### src/rtl/dataframe_receiver.sv
// Receive side of the channel frame link: checks header/footer beats, strips them and
// forwards the payload as a clean AXI-Stream, reporting per-frame status and counters.
module dataframe_receiver #(
   parameter int DATA_WIDTH        = 128,
   parameter int CHANNEL_ID        = 0,
   parameter int MAX_PAYLOAD_BEATS = 512
) (
   input  logic                      ACLK,
   input  logic                      ARESETN,
   input  logic [DATA_WIDTH-1:0]     S_AXIS_TDATA,
   input  logic [DATA_WIDTH/8-1:0]   S_AXIS_TKEEP,
   input  logic                      S_AXIS_TVALID,
   input  logic                      S_AXIS_TLAST,
   output logic                      S_AXIS_TREADY,
   output logic [DATA_WIDTH-1:0]     M_AXIS_TDATA,
   output logic [DATA_WIDTH/8-1:0]   M_AXIS_TKEEP,
   output logic                      M_AXIS_TVALID,
   output logic                      M_AXIS_TLAST,
   input  logic                      M_AXIS_TREADY,
   output logic                      FRAME_DONE,
   output logic [4:0]                FRAME_STATUS,
   output logic [47:0]               HDR_TIMESTAMP,
   output logic [15:0]               HDR_TRIGGER_INFO,
   output logic [31:0]               FTR_CHARGE_SUM,
   output logic [15:0]               FTR_BEAT_COUNT,
   output logic [31:0]               FRAME_COUNT,
   output logic [15:0]               ERROR_COUNT,
   output logic [1:0]                dbg_state
);

   // Both stream interfaces use plain AXI-Stream valid/ready: a beat transfers on a rising
   // edge where valid and ready are both high; valid never waits on ready and, once raised,
   // valid and data hold until the transfer.

   localparam int KW = DATA_WIDTH / 8;
   localparam int CW = $clog2(MAX_PAYLOAD_BEATS + 2);

   localparam logic [1:0] ST_HEADER  = 2'd0;
   localparam logic [1:0] ST_PAYLOAD = 2'd1;
   localparam logic [1:0] ST_DISCARD = 2'd2;

   localparam logic [7:0]    HDR_MAGIC = 8'hAA;
   localparam logic [7:0]    FTR_MAGIC = 8'h55;
   localparam logic [7:0]    CH_EXP    = 8'(CHANNEL_ID);
   localparam logic [CW-1:0] CNT_MAX   = CW'(MAX_PAYLOAD_BEATS);
   localparam logic [CW-1:0] CNT_SAT   = CW'(MAX_PAYLOAD_BEATS + 1);

   logic [1:0]            state;
   logic                  run;
   logic                  hold_valid;
   logic [DATA_WIDTH-1:0] hold_data;
   logic                  out_valid;
   logic                  out_last;
   logic [DATA_WIDTH-1:0] out_data;
   logic [CW-1:0]         beat_cnt;
   logic [4:0]            status_acc;
   logic [47:0]           ts_cap;
   logic [15:0]           trig_cap;

   logic       accept;
   logic       keep_bad;
   logic       ch_bad;
   logic       done_fire;
   logic [4:0] hdr_bits;
   logic [4:0] pay_bits;
   logic [4:0] ftr_bits;
   logic [4:0] done_status;

   // Status bit order: {ch_err, tkeep_err, len_err, footer_err, header_err}
   always_comb begin
      S_AXIS_TREADY = 1'b0;
      if (run) begin
         if (state == ST_PAYLOAD) S_AXIS_TREADY = M_AXIS_TREADY | ~hold_valid;
         else                     S_AXIS_TREADY = ~hold_valid;
      end
      accept    = S_AXIS_TVALID & S_AXIS_TREADY;
      done_fire = accept & S_AXIS_TLAST;
      keep_bad  = (S_AXIS_TKEEP != {KW{1'b1}});
      ch_bad    = (S_AXIS_TDATA[119:112] != CH_EXP);
      hdr_bits  = {ch_bad, keep_bad, S_AXIS_TLAST, 1'b0,
                   (S_AXIS_TDATA[127:120] != HDR_MAGIC) | S_AXIS_TLAST};
      pay_bits  = {1'b0, keep_bad, beat_cnt >= CNT_MAX, 2'b00};
      ftr_bits  = {ch_bad, keep_bad, S_AXIS_TDATA[111:96] != 16'(beat_cnt),
                   S_AXIS_TDATA[127:120] != FTR_MAGIC, 1'b0};
      case (state)
         ST_HEADER:  done_status = hdr_bits;
         ST_PAYLOAD: done_status = status_acc | ftr_bits;
         default:    done_status = status_acc | {1'b0, keep_bad, 3'b000};
      endcase
   end

   always_ff @(posedge ACLK or negedge ARESETN) begin
      if (!ARESETN) begin
         state            <= ST_HEADER;
         run              <= 1'b0;
         hold_valid       <= 1'b0;
         hold_data        <= '0;
         out_valid        <= 1'b0;
         out_last         <= 1'b0;
         out_data         <= '0;
         beat_cnt         <= '0;
         status_acc       <= '0;
         ts_cap           <= '0;
         trig_cap         <= '0;
         FRAME_DONE       <= 1'b0;
         FRAME_STATUS     <= '0;
         HDR_TIMESTAMP    <= '0;
         HDR_TRIGGER_INFO <= '0;
         FTR_CHARGE_SUM   <= '0;
         FTR_BEAT_COUNT   <= '0;
         FRAME_COUNT      <= '0;
         ERROR_COUNT      <= '0;
      end else begin
         run        <= 1'b1;
         FRAME_DONE <= 1'b0;
         if (M_AXIS_TREADY) out_valid <= 1'b0;

         if (accept) begin
            case (state)
               ST_HEADER: begin
                  status_acc <= hdr_bits;
                  if (!S_AXIS_TLAST) begin
                     if (S_AXIS_TDATA[127:120] == HDR_MAGIC) begin
                        ts_cap   <= S_AXIS_TDATA[111:64];
                        trig_cap <= S_AXIS_TDATA[63:48];
                        beat_cnt <= '0;
                        state    <= ST_PAYLOAD;
                     end else begin
                        state <= ST_DISCARD;
                     end
                  end
               end
               ST_PAYLOAD: begin
                  // Accepting any beat here implies M_AXIS_TREADY whenever a beat is held,
                  // so the output register is always free to take it.
                  if (hold_valid) begin
                     out_valid <= 1'b1;
                     out_data  <= hold_data;
                     out_last  <= S_AXIS_TLAST;
                  end
                  if (!S_AXIS_TLAST) begin
                     hold_valid <= 1'b1;
                     hold_data  <= S_AXIS_TDATA;
                     status_acc <= status_acc | pay_bits;
                     if (beat_cnt != CNT_SAT) beat_cnt <= beat_cnt + CW'(1);
                  end else begin
                     hold_valid       <= 1'b0;
                     HDR_TIMESTAMP    <= ts_cap;
                     HDR_TRIGGER_INFO <= trig_cap;
                     FTR_CHARGE_SUM   <= S_AXIS_TDATA[95:64];
                     FTR_BEAT_COUNT   <= S_AXIS_TDATA[111:96];
                     state            <= ST_HEADER;
                  end
               end
               default: begin
                  status_acc <= done_status;
                  if (S_AXIS_TLAST) state <= ST_HEADER;
               end
            endcase
         end

         if (done_fire) begin
            FRAME_DONE   <= 1'b1;
            FRAME_STATUS <= done_status;
            FRAME_COUNT  <= FRAME_COUNT + 32'd1;
            if ((done_status != 5'd0) && (ERROR_COUNT != 16'hFFFF))
               ERROR_COUNT <= ERROR_COUNT + 16'd1;
         end
      end
   end

   assign M_AXIS_TDATA  = out_data;
   assign M_AXIS_TKEEP  = {KW{1'b1}};
   assign M_AXIS_TVALID = out_valid;
   assign M_AXIS_TLAST  = out_last;
   assign dbg_state     = state;

endmodule
### config.mk
export PLATFORM = sky130hd
export DESIGN_NAME = dataframe_receiver
export DESIGN_NICKNAME = d
export VERILOG_FILES = /design/src/rtl/dataframe_receiver.sv
export SDC_FILE = /design/constraint.sdc
export NUM_CORES = 1
export LEC_CHECK = 0
export ABC_AREA = 0
export CAP_MARGIN = 30
export CORE_ASPECT_RATIO = 1.5
export CORE_MARGIN = 5
export CORE_UTILIZATION = 40
export CTS_CLUSTER_DIAMETER = 40
export DETAILED_ROUTE_END_ITERATION = 10
export PLACE_DENSITY = 0.77
export SYNTH_ARGS = -nofsm -noshare
export SYNTH_HDL_FRONTEND = slang
export SYNTH_SLANG_ARGS = --single-unit
### constraint.sdc
create_clock -name ACLK -period 3.2 [get_ports ACLK]
set_clock_uncertainty 0.05 [all_clocks]
set_input_delay 0.64 -clock ACLK [delete_from_list [all_inputs] [get_ports ACLK]]
set_output_delay 0.64 -clock ACLK [all_outputs]
set_load 0.01 [all_outputs]
* Word level (Yosys, flattened, before mapping)
Cells that the tools add are included.
Operators by class: reduce and logical (&&, ||, !) cells 15, multiplexer cells 20, bitwise operators 9, eq/ne operators 12, $lt $le $gt $ge 1, add/subtract/negate cells 3
Operator list (number):
- two-way mux 10 bit | 4
- adder 32 x 1 -> 32 bit (second input constant) | 1
- != test 16 bit (second input constant) | 2
- case mux 10 bit (2 select lines) | 1
- case mux 5 bit (2 select lines) | 2
- adder 16 x 1 -> 16 bit (second input constant) | 1
- != test 16 x 10 -> 1 bit | 1
- AND reduction 3 bit | 4
- adder 10 x 1 -> 10 bit (second input constant) | 1
- >= comparator 10 bit (second input constant) | 1
- != test 10 bit (second input constant) | 1
- bitwise OR 5 x 4 -> 5 bit | 2
- == test 8 bit (second input constant) | 1
- two-way mux 1 bit | 8
- two-way mux 2 bit | 4
- != test 8 x 7 -> 1 bit (second input constant) | 1
- != test 8 bit (second input constant) | 1
- nonzero test 8 bit | 1
- != test 2 bit (second input constant) | 3
- AND reduction 2 bit | 3
- AND reduction 6 bit | 1
- two-way mux 5 bit | 1
- bitwise OR 5 bit | 1
- nonzero test 5 bit | 1
- 9 further kinds | 13
Word-level totals: input port bits 149, logic and storage cells 79, output and inout port bits 315, flip-flop bits (word level) 507

* Depth between registers and ports, before layout
word-level depth 7, depth in mapped cells 12, depth with buffers taken out 9

* Worst setup path before layout
OpenSTA, ideal clock, no wires.
path kind register to register, start register state[0] (netlist: dbg_state[0]), end register ERROR_COUNT[1], arrival 2.085 ns, slack 0.940 ns, data required time 3.025 ns, buffers on the path 2, clock period less this slack 2.260 ns, stages on the path, launching flop included 12, setup time 0.125 ns, cell sequence dfrtp_1 > buf_6 > or2_4 > inv_2 > ha_1 > nor4_1 > nand4_1 > o31ai_1 > and4_1 > buf_4 > nor2_2 > mux2_4
On the way: word-level cells in the longest chain between the ends 6, elaborated cells between the ends (all ways) 10, those cells by class 1 x eq/ne; 3 x mux; 2 x bitwise; 4 x reduce/logical
RTL lines:
- start, declared | line 48 | logic [1:0] state;
- start signal, assigned | line 94 | state <= ST_HEADER;
- start signal, assigned | line 127 | state <= ST_PAYLOAD;
- start signal, assigned | line 129 | state <= ST_DISCARD;
- == test 2 x 1 -> 1 bit | line 73, 85
- two-way mux 1 bit | line 73 | if (state == ST_PAYLOAD) S_AXIS_TREADY = M_AXIS_TREADY | ~hold_valid;
- two-way mux 1 bit | line 72 | if (run) begin
- bitwise AND 1 bit | line 76 | accept = S_AXIS_TVALID & S_AXIS_TREADY;
- bitwise AND 1 bit | line 77 | done_fire = accept & S_AXIS_TLAST;
- AND reduction 2 bit (no line) (*)
- end signal, assigned | line 167 | ERROR_COUNT <= ERROR_COUNT + 16'd1;
- end, declared | line 27 | output logic [15:0] ERROR_COUNT,
Every way passes the cells marked *; elsewhere a longest branch is shown, timed or not. A chain may end at the register's enable or synchronous reset.

* Worst setup path in the final report
start register state[1] (netlist: dbg_state[1]), end output port S_AXIS_TREADY
On the way: word-level cells in the longest chain between the ends 3
RTL lines:
- == test 2 x 1 -> 1 bit | line 73
- two-way mux 1 bit | line 73
- two-way mux 1 bit | line 72
- end, declared | line 14 | output logic S_AXIS_TREADY,
No other way between the ends.

==> run metrics <==
CTS tree=done; Syn-to-layout area delta=36.3%; status=complete, no violations; Util after Layout=0.550; initial antenna violation count=9; Skew-Pair Late Insertion Delay=between 500 and 600 ps; commonest non-fill, non-tap cells in the layout=dfrtp_1, clkdlybuf4s50_1, mux2_1, mux2_2, clkbuf_16; Yosys reg bits=~510; GRT overflow=0; Post-Synthesis Cell Area=20000 sq um; ys flop type=dfrtp_1; CTS Hold Buffers Added=0; IO Pins=roughly 460; flop-to-flop setup slack=550 ps; DR WL met2=27200 um; post-route ant nets=0; maxcap violations=0; Total Wirelength=around 52000 um; Clock Tree Buf Depth=3; DIE HEIGHT=284 um; RePlAce Congestion=just under 0.8; vias in the first global route=approximately 14k; Post-synth EDFFs=0; post-CTS sizing=0; Yosys cell types=between 50 and 60; CP startpoint kind=flop; Syn Area/Cell=between 15 and 20 sq um; DR vias/cell=between 4 and 5; die area=roughly 55000 sq um; detailed-route via count=around 12k; Worst Path Required=about 2500 ps; VDD IR max=between 0.0004 and 0.0005 V; actual slew at the worst max-slew pin=a little under 700 ps; fmax=0.350 GHz; Max H-tree Level=2; hold crit path type=input port to asynchronous set/reset pin; setup bufs post-CTS=0; Post-Synthesis Cells=between 1k and 1.5k; drt first pass iters=4; wire length of the first global-routing pass=~80000 um; CP Capture Type=output pin; M1 WL=around 19000 um; sequential fraction of the synthesis area=0.633; number of DRC markers in iteration 0=410; Async SR Flop Fraction=1.00; Core ar.=around 50000 sq um; share of post-route cells with drive strength above 1=0.207; Rel. slew slack=0.551; Hold Slack=about 28 ps; Site Rows=100; largest net degree at the start of global routing=a little under 80; clock-pin slew of the registers on the worst-case setup and hold paths=~60 ps; GRT Total Usage=0.187; Tmin final=roughly 2900 ps; FILL cells=between 4k and 5k; total CTS buffers=55; clock sinks=a little over 500; fin crit share=0.892; max layer used=met5; final net count=1947; Crit. Startpoint=dbg_state[1]; reg2reg start=dbg_state[0]; post-DP HPWL=about 37000 um; Final Hold Viols=0; number of port buffers=between 400 and 500; critical path endpoint=S_AXIS_TREADY; reg2reg end=ERROR_COUNT[9]; leakage power=around 0.013 uW; Starting Density=0.403; kind of critical path=flop to output pin; metal3 WL=between 3000 and 4000 um; commonest non-fill, non-tap cell in the layout=dfrtp_1; Slew Viols, Final=0; WL/cell=20.6 um; maximum fanout along the worst path=13; r2r worst-path depth=11; Ys Warns=0; worst path arrival time=between 2000 and 2500 ps; Non-Filler Instances=2506; DR DRC count=0; PwrDens=between 400 and 500 nW/um^2; clock root buffer=clkbuf_16; final-report setup violation count=0; Post-Place Cells=2398; setup repair after global routing missed its margin=no; setup_tns=0 ps; Horiz. Die Dim=193 um
worst min path at each step:
stage / end / slack, ps
after global routing: HDR_TIMESTAMP[25] / 50
final: hold_data[75] / 30
after global placement: HDR_TIMESTAMP[7] / 410
after CTS: FTR_BEAT_COUNT[14] / 10
after detailed placement: HDR_TIMESTAMP[7] / 420
after floorplan: ERROR_COUNT[0] / 290
sequential cells by signal (all words and copies together), names as in the netlist, 2 cells and up, named ones only:
register,cells
ts_cap,48
hold_data,128
FTR_BEAT_COUNT,16
M_AXIS_TDATA,128
FTR_CHARGE_SUM,32
HDR_TIMESTAMP,48
FRAME_COUNT,32
status_acc,4
HDR_TRIGGER_INFO,16
FRAME_STATUS,5
beat_cnt,10
trig_cap,16
dbg_state,2
ERROR_COUNT,16
through the flow:
step                      area [sq um]  worst slack [ps]  total power [uW]
after global placement           25400               165              6950
after global routing             27300               264             13900
after CTS                        27300               298             13600
after floorplan                  20100               940              6570
final                            27300               346             13400
after detailed placement         25400               108              6950
power by group:
part           internal (uW)  leakage (uW)  total (uW)  switching, uW
sequential              6410       0.00704        6410          0.641
clock                   3880      0.000939        6560           2680
combinational            200       0.00550         414            215
total                  10500        0.0135       13400           2900
routing by layer:
metal / track usage / vias to the layer above
li1: - / 5541
met1: 0.211 / 6343
met2: 0.336 / 373
met3: 0.0412 / 126
met4: 0.0829 / 6
met5: 0 / -
kinds of logic (layout without fill, tap and decap cells):
kind of cell             count (synthesis)  after routing  share of synthesized area
AO/OA/AOI/OAI                           34             34                     0.0108
XOR/XNOR                                64             64                     0.0280
adder cells (fa/ha/maj)                  6              6                    0.00375
buffers and inverters                   83            606                     0.0315
flip-flops                             507            507                      0.633
multiplexers                           434            434                      0.244
other                                    1             23                   0.000187
AND/OR/NAND/NOR                        169            169                     0.0483
worst max-delay path, cell delays in order, from the launching register on:
cell             delay (ps)
dfrtp_1                 380
buf_4                   180
and3b_4                 320
o21a_2                  150
clkdlybuf4s50_1         560
area by class of cell:
cell class	instances	area, sq um	area share
Tap cell	663	830	0.0304
Clock buffer	73	1560	0.0570
Antenna cell	6	15.0	0.000550
Timing Repair Buffer	489	4990	0.183
Sequential cell	507	12700	0.465
Inverter	15	56.3	0.00206
Clock inverter	29	359	0.0132
Multi-Input combinational cell	724	6810	0.249
synthesized netlist by cell type, drive strengths merged, types with 4 or more instances:
cell type	count	area share
buf	67	0.028
mux2	434	0.24
and3	8	0.0027
xnor2	34	0.015
ha	6	0.0037
nand3	18	0.0045
nor4	7	0.0022
dfrtp	507	0.63
nand2	41	0.0079
nor2	29	0.0059
a21oi	10	0.0025
inv	15	0.0028
xor2	30	0.013
nor2b	4	0.0012
nor4b	4	0.0031
o21ai	11	0.0027
nand4	22	0.0075
nor3	19	0.0052
(Power assumes the default switching activity.)
